## src/rtl/svpwm_scheduler.sv

```systemverilog
// svpwm_scheduler: centre-aligned carrier timer and duty update sequencer for SVPWM.
// Accepts (da_on, db_on, dc_on) triples over a valid/ready handshake into a pending
// buffer. The pending triple is promoted to active at the carrier valley. Each phase
// is compared against the carrier and drives a complementary gate pair with dead-time.
//
// Optional feature: define SVPWM_DOUBLE_UPDATE_EN to make the carrier peak an update
// point too, giving two updates per period.
//
// Ports:
//   clk, rst_n                 clock, asynchronous active-low reset
//   en                         run enable
//   da_on, db_on, dc_on        per-phase duty, CMAX = 100%
//   duty_valid / duty_ready    handshake; ready means the pending buffer is empty
//   pwm_{a,b,c}{h,l}           high/low gate drives
//   period_start               one-cycle pulse registered from each update point
//   update_miss                one-cycle pulse at an update point with pending empty
module svpwm_scheduler #(
   parameter int unsigned WIDTH = 8,
   parameter int unsigned DEAD  = 4
) (
   input  logic             clk,
   input  logic             rst_n,
   input  logic             en,
   input  logic [WIDTH-1:0] da_on,
   input  logic [WIDTH-1:0] db_on,
   input  logic [WIDTH-1:0] dc_on,
   input  logic             duty_valid,
   output logic             duty_ready,
   output logic             pwm_ah,
   output logic             pwm_al,
   output logic             pwm_bh,
   output logic             pwm_bl,
   output logic             pwm_ch,
   output logic             pwm_cl,
   output logic             period_start,
   output logic             update_miss
);

   localparam logic [WIDTH-1:0] CMAX    = {WIDTH{1'b1}};
   localparam int unsigned      DTW     = (DEAD > 0) ? $clog2(DEAD + 1) : 1;
   localparam int unsigned      NPH     = 3;
   localparam bit               DT_ZERO = (DEAD == 0);

   typedef enum logic {DIR_UP = 1'b0, DIR_DOWN = 1'b1} dir_e;

   dir_e                        dir_q, dir_d;
   logic [WIDTH-1:0]            cnt_q, cnt_d;
   logic [NPH-1:0][WIDTH-1:0]   act_q, act_d, pend_q, pend_d, duty_in_c;
   logic                        pend_empty_q, pend_empty_d;
   logic                        run_q;
   logic [NPH-1:0]              ref_q, ref_d, tgt_q, tgt_d, hi_q, hi_d, lo_q, lo_d;
   logic [NPH-1:0][DTW-1:0]     dt_q, dt_d;
   logic                        ps_q, ps_d, miss_q, miss_d;
   logic                        upd_c, take_c;

   assign duty_in_c = {dc_on, db_on, da_on};
   assign take_c    = duty_valid && pend_empty_q;

`ifdef SVPWM_DOUBLE_UPDATE_EN
   assign upd_c = en && ((cnt_q == '0) || (cnt_q == CMAX));
`else
   assign upd_c = en && (cnt_q == '0);
`endif

   // Carrier: up/down counter, direction is the state.
   always_comb begin
      cnt_d = cnt_q;
      dir_d = dir_q;
      if (!en) begin
         cnt_d = '0;
         dir_d = DIR_UP;
      end else begin
         unique case (dir_q)
            DIR_UP: begin
               if (cnt_q == CMAX) begin
                  cnt_d = CMAX - WIDTH'(1);
                  dir_d = DIR_DOWN;
               end else begin
                  cnt_d = cnt_q + WIDTH'(1);
               end
            end
            DIR_DOWN: begin
               if (cnt_q == '0) begin
                  cnt_d = WIDTH'(1);
                  dir_d = DIR_UP;
               end else begin
                  cnt_d = cnt_q - WIDTH'(1);
               end
            end
            default: begin
               cnt_d = '0;
               dir_d = DIR_UP;
            end
         endcase
      end
   end

   // Double buffer and update-point pulses. A take can only happen while pending is
   // empty, so it never collides with a promotion in the same cycle.
   always_comb begin
      act_d        = act_q;
      pend_d       = pend_q;
      pend_empty_d = pend_empty_q;
      ps_d         = upd_c;
      miss_d       = 1'b0;
      if (upd_c) begin
         if (!pend_empty_q) begin
            act_d        = pend_q;
            pend_empty_d = 1'b1;
         end else begin
            miss_d = 1'b1;
         end
      end
      if (take_c) begin
         pend_d       = duty_in_c;
         pend_empty_d = 1'b0;
      end
   end

   // Compare and dead-time. A start-up (first enabled cycle) counts as a move toward
   // whatever side ref currently holds, so gates always pass through the dead window.
   always_comb begin
      ref_d = ref_q;
      tgt_d = tgt_q;
      hi_d  = hi_q;
      lo_d  = lo_q;
      dt_d  = dt_q;
      for (int unsigned i = 0; i < NPH; i++) begin
         if (!en) begin
            ref_d[i] = 1'b0;
            tgt_d[i] = 1'b0;
            hi_d[i]  = 1'b0;
            lo_d[i]  = 1'b0;
            dt_d[i]  = '0;
         end else begin
            ref_d[i] = act_q[i] > cnt_q;
            if (!run_q || (ref_q[i] != tgt_q[i])) begin
               tgt_d[i] = ref_q[i];
               if (DT_ZERO) begin
                  hi_d[i] = ref_q[i];
                  lo_d[i] = !ref_q[i];
                  dt_d[i] = '0;
               end else begin
                  hi_d[i] = 1'b0;
                  lo_d[i] = 1'b0;
                  dt_d[i] = DTW'(DEAD);
               end
            end else if (dt_q[i] != '0) begin
               dt_d[i] = dt_q[i] - DTW'(1);
               if (dt_q[i] == DTW'(1)) begin
                  hi_d[i] = tgt_q[i];
                  lo_d[i] = !tgt_q[i];
               end
            end
         end
      end
   end

   // State registers.
   always_ff @(posedge clk or negedge rst_n) begin
      if (!rst_n) begin
         dir_q        <= DIR_UP;
         cnt_q        <= '0;
         act_q        <= '0;
         pend_q       <= '0;
         pend_empty_q <= 1'b1;
         run_q        <= 1'b0;
         ref_q        <= '0;
         tgt_q        <= '0;
         hi_q         <= '0;
         lo_q         <= '0;
         dt_q         <= '0;
         ps_q         <= 1'b0;
         miss_q       <= 1'b0;
      end else begin
         dir_q        <= dir_d;
         cnt_q        <= cnt_d;
         act_q        <= act_d;
         pend_q       <= pend_d;
         pend_empty_q <= pend_empty_d;
         run_q        <= en;
         ref_q        <= ref_d;
         tgt_q        <= tgt_d;
         hi_q         <= hi_d;
         lo_q         <= lo_d;
         dt_q         <= dt_d;
         ps_q         <= ps_d;
         miss_q       <= miss_d;
      end
   end

   assign duty_ready   = pend_empty_q;
   assign pwm_ah       = hi_q[0];
   assign pwm_al       = lo_q[0];
   assign pwm_bh       = hi_q[1];
   assign pwm_bl       = lo_q[1];
   assign pwm_ch       = hi_q[2];
   assign pwm_cl       = lo_q[2];
   assign period_start = ps_q;
   assign update_miss  = miss_q;

endmodule

```

## config.mk

```make
export PLATFORM = sky130hd
export DESIGN_NAME = svpwm_scheduler
export DESIGN_NICKNAME = d
export VERILOG_FILES = /design/src/rtl/svpwm_scheduler.sv
export SDC_FILE = /design/constraint.sdc
export NUM_CORES = 1
export LEC_CHECK = 0
export CORE_UTILIZATION = 60
export DETAILED_ROUTE_END_ITERATION = 12
export GPL_TIMING_DRIVEN = 0
export HOLD_SLACK_MARGIN = 0.12
export PLACE_DENSITY_LB_ADDON = 0.1
export SETUP_SLACK_MARGIN = 0.1
export SLEW_MARGIN = 25
export SYNTH_ARGS = -nofsm -noshare
export SYNTH_HDL_FRONTEND = slang
export SYNTH_SLANG_ARGS = --single-unit
```

## constraint.sdc

```tcl
create_clock -name clk -period 5.1 [get_ports clk]
set_clock_uncertainty 0.15 [all_clocks]
set_input_delay 1.02 -clock clk [delete_from_list [all_inputs] [get_ports clk]]
set_output_delay 1.02 -clock clk [all_outputs]
set_load 0.005 [all_outputs]
```

==> Word-level counts from Yosys, hierarchy flattened <==
Index checks and enable logic that the tools add are counted.
{ "classes": {"addsub": 5, "n_lt_le_gt_ge": 3, "eq_ne": 16, "mux": 54, "n_bitwise": 2, "reduce_logical": 18} }
{ "ops": {"columns": ["operator", "count"], "rows": [
  ["2-to-1 mux 1 bit", 40],
  ["2-to-1 mux 3 bit", 9],
  ["> comparator 8 bit", 3],
  ["2-to-1 mux 8 bit", 3],
  ["!= test 3 x 1 -> 1 bit (second input constant)", 6],
  ["one-hot mux 8 bit (2 select lines)", 1],
  ["equality test 3 x 1 -> 1 bit (second input constant)", 3],
  ["nonzero test 3 bit", 3],
  ["subtractor 3 x 1 -> 3 bit (second input constant)", 3],
  ["adder 8 x 1 -> 8 bit (second input constant)", 1],
  ["equality test 8 bit (second input constant)", 1],
  ["zero test 8 bit", 1],
  ["AND reduction 2 bit", 4],
  ["subtractor 8 x 1 -> 8 bit (second input constant)", 1],
  ["!= test 2 x 1 -> 1 bit (second input constant)", 3],
  ["zero test 1 bit", 4],
  ["logical OR 1 bit", 3],
  ["!= test 1 bit", 3],
  ["logical AND 1 bit", 2],
  ["inverter 1 bit", 2],
  ["one-hot mux 1 bit (2 select lines)", 1],
  ["nonzero test 2 bit", 1]
]} }
{ "word_totals": {"reg_bits": 82, "inputBits": 28, "output_inout_bits": 9, "elab_cells": 123} }

==> Logic depth before layout (Yosys ltp) <==
{ "depth": {"ltp_word": 5, "ltp_mapped": 7, "ltp_nobuf": 6} }

==> Worst setup path after synthesis <==
OpenSTA, ideal clock, no wires.
{ "synth_timing": {"path_type": "input to register", "from": "in duty_valid", "to": "reg pend_q[10] (netlist name)", "setup_ps": 125, "t_arrival_ps": 1878, "required_time_ps": 4825, "setup_slack_ps": 2948, "cell_stages": 3, "path_buffers": 1, "path_cell_list": "nand2_1 -> clkbuf_1 -> mux2_2"} }
{ "synth_via": {"elab_chain_len": 1} }
{ "synth_lines": {"columns": ["item", "line_no", "text"], "rows": [
  ["start: declaration", "27", "input logic duty_valid,"],
  ["logical AND 1 bit", "57", "assign take_c = duty_valid && pend_empty_q;"],
  ["end signal: assignment", "179", "pend_q <= pend_d;"],
  ["end: declaration", "48", "logic [NPH-1:0][WIDTH-1:0] act_q, act_d, pend_q, pend_d, duty_in_c;"]
]} }
No other way between the ends.
A chain may end at the register's enable or synchronous reset.

==> Final worst setup path <==
{ "layout_timing": {"from": "reg pend_empty_q, in the netlist duty_ready", "to": "out duty_ready"} }
{ "layout_rtl": {"columns": ["item", "line_no", "text"], "rows": [
  ["start: declaration", "49", "logic pend_empty_q, pend_empty_d;"],
  ["start signal: assignment", "180", "pend_empty_q <= pend_empty_d;"],
  ["end: declaration", "28", "output logic duty_ready,"]
]} }
No word-level cell between the ends.

==> summary.md <==
| Metric | Value |
|---|---|
| Run status | `completed` |
| RSZ-0062 raised after global routing | `false` |
| Initial Utilization | `0.617` |
| Core area | `0.00676 sq mm` |
| CTS Buffer Depth | `2` |
| Antenna cells | `0` |
| Slowest Stage Delay on Critical Path | `0.59 ns` |
| Share of cells above drive strength 1 | `0.203` |
| Syn Nets | `406` |
| Cell Chain, Critical Path | `clkdlybuf4s50_1` |
| Die area | `0.00729 sq mm` |
| Final hold viol count | `0` |
| Max Cap Viol | `0` |
| Synth warn | `0` |
| Max VDD drop | `289 uV` |
| CTS sink count | `82` |
| Tmin final | `2.62 ns` |
| First-pass GRT wire length | `12600 microns` |
| Slew @ Worst Pin | `0.581 ns` |
| CP endpoint kind | `output pin` |
| Via count | `2728` |
| Vias/cell | `5.74` |
| Startpoint Class | `flip-flop` |
| Post-synth EDFFs | `0` |
| Detailed Route WL | `7270 microns` |
| # rows | `30` |
| Grt total ovfl | `0` |
| Unique masters post-synth | `49` |
| Yosys top cell area share | `0.486` |
| Crit share post-route | `0.513` |
| Largest area contributor in the netlist | `dfrtp_1` |
| WL/cell | `15.3 microns` |
| Setup bufs post-CTS | `0` |
| Initial antenna violation count | `0` |
| Pwr dens | `454 mW/mm^2` |
| Mean Syn Cell Area | `12.2 sq um` |
| Yosys reg bits | `82` |
| Pre-CTS setup slack | `2.24 ns` |
| Worst slew margin | `0.613` |
| Data arrival, critical path | `1.45 ns` |
| Crit Path Max Fanout | `5` |
| Top cells by count, synth | `81 x dfrtp_1, 36 x ha_1, 29 x mux2_2` |
| TNS Setup | `0 ns` |
| Hold Crit Start | `pend_q[11]` |
| Reg clk slew, reported paths | `0.08 ns` |
| Vias in the first global route | `2750` |
| Critical Path Slowest Stage Cell | `dfstp_2` |
| Die W | `85.4 microns` |
| Final worst setup slack | `2.48 ns` |
| Reg-to-Reg Start | `cnt_q[5]` |
| Die Ht | `85.4 microns` |
| Antenna Nets Post-Route | `0` |
| Synth Cell Area | `0.00417 sq mm` |
| Area delta synth->final | `16.4%` |
| Number of DRC markers in iteration 0 | `108` |
| CTS root buffer | `clkbuf_8` |
| Ys async rst share | `1.00` |
| # port buffers | `36` |
| Max-slew violation count | `0` |
| CTS Buf Count | `9` |
| Leak pwr | `2.14 nW` |
| All-layer global routing usage | `0.224` |
| Hold Crit Class | `reg -> reg` |
| DRT Pass-1 Iters | `4` |
| Worst path bufs/invs | `1` |
| Cts repair resizes | `0` |
| Crit path required time | `3.93 ns` |
| Synth top area cells | `dfrtp_1 49%, ha_1 11%, mux2_2 7.8%, mux2_4 6.8%, nor2_1 2.1%` |
| IO Pins | `37` |
| Clock latency on the worst-skew pair | `0.35 ns` |
| Drt drc | `0` |
| Largest net degree at the start of global routing | `51` |
| Cell area after layout | `0.00486 sq mm` |
| Hold_ws | `0.355 ns` |
| CP startpoint | `duty_ready` |
| Post-DP Area | `0.00466 sq mm` |
| CP delay by family, top | `flip-flops` |
| DP HPWL | `5370 microns` |
| Sequential-to-total area share from yosys stat | `0.492` |
| Synth Instances | `342` |
| Critical path class | `reg -> out` |
| CTS tree | `done` |
| Fmax | `382 MHz` |
| CTS hold repair buffers | `0` |
| H-tree Lvls | `3` |
| Nets | `454` |
| Count leader, synth | `dfrtp_1` |
| Final Setup Violations | `0` |
| Layout Utilization | `0.719` |
| Main synth FF type | `dfrtp_1` |
| RePlAce Congestion | `0.916` |
==> state kept, by name, indices dropped and copies added (netlist names) <==
signal        count
ref_q             3
run_q             1
cnt_q             8
hi_q              3
lo_q              3
dt_q              9
update_miss       1
act_q            24
pend_q           24
duty_ready        1
period_start      1
dir_q             1
tgt_q             3
==> cell families after synthesis <==
family	count (synthesis)	share of synthesized area
mux	51	0.154
fa+ha+maj	36	0.108
buf+inv	25	0.0321
xor+xnor	6	0.0126
simple gates	84	0.111
flops	82	0.492
compound gates	58	0.0897
==> worst reg2reg max path, stage by stage (launching register included) <==
cell and delay (ns):
dfrtp_1 0.46, nor4_2 0.40, and4_4 0.30, and3b_1 0.18, buf_6 0.15, buf_12 0.15
mux2_4 0.30
==> cell type report <==
class                   instances  area [sq um]
flip-flops and latches         82          2050
inverters                      18          67.6
repair buffers                 37           385
well taps                      80           100
fillers                       490          1900
clock inverters                 7          76.3
plain buffers                   7          66.3
multi-input cells             235          1980
clock buffers                   9           124
==> where the power goes <==
group,internal [mW],switching (mW)
Combinational,0.424,0.300
Sequential,0.867,0.135
Clock,0.230,0.247
Total,1.52,0.682
==> stage by stage <==
stage	std cells	total power [mW]
floorplan	342	1.54
global placement	458	1.69
detailed placement	459	1.74
CTS	475	2.22
global route	475	2.36
finish	475	2.20
==> per-layer routing <==
metal / global-route usage / wire length [microns]
met1: 0.301 / 3410
met2: 0.360 / 3530
met3: 0.0496 / 231
met4: 0.0818 / 89
met5: 0 / 0
==> cells in the final DEF (no fill, tap or decap), types with 4 or more instances in the layout <==
master and n:
mux2_4 19, ha_1 36, o211ai_1 8, clkbuf_8 9, inv_1 18, a21oi_1 13, nand2b_1 4, clkdlybuf4s50_1 35
mux2_2 29, nor3_1 4, nand2_1 14, nand4_1 7, and2_1 6, o21ai_0 14, nor2_1 23, dfrtp_1 81
a21boi_0 4, xnor2_1 6, a211oi_1 5
==> worst paths after layout <==
path,to,slack [ns],cells past startpoint
min in group asynchronous,dt_q[4],0.45,1
setup / recovery,duty_ready,2.48,1
max in group asynchronous,duty_ready,3.71,2
hold reg to reg,act_q[11],0.36,1
setup reg to reg,act_q[11],2.89,6
hold / removal,act_q[11],0.36,1
Power figures use the tool's default switching activity.
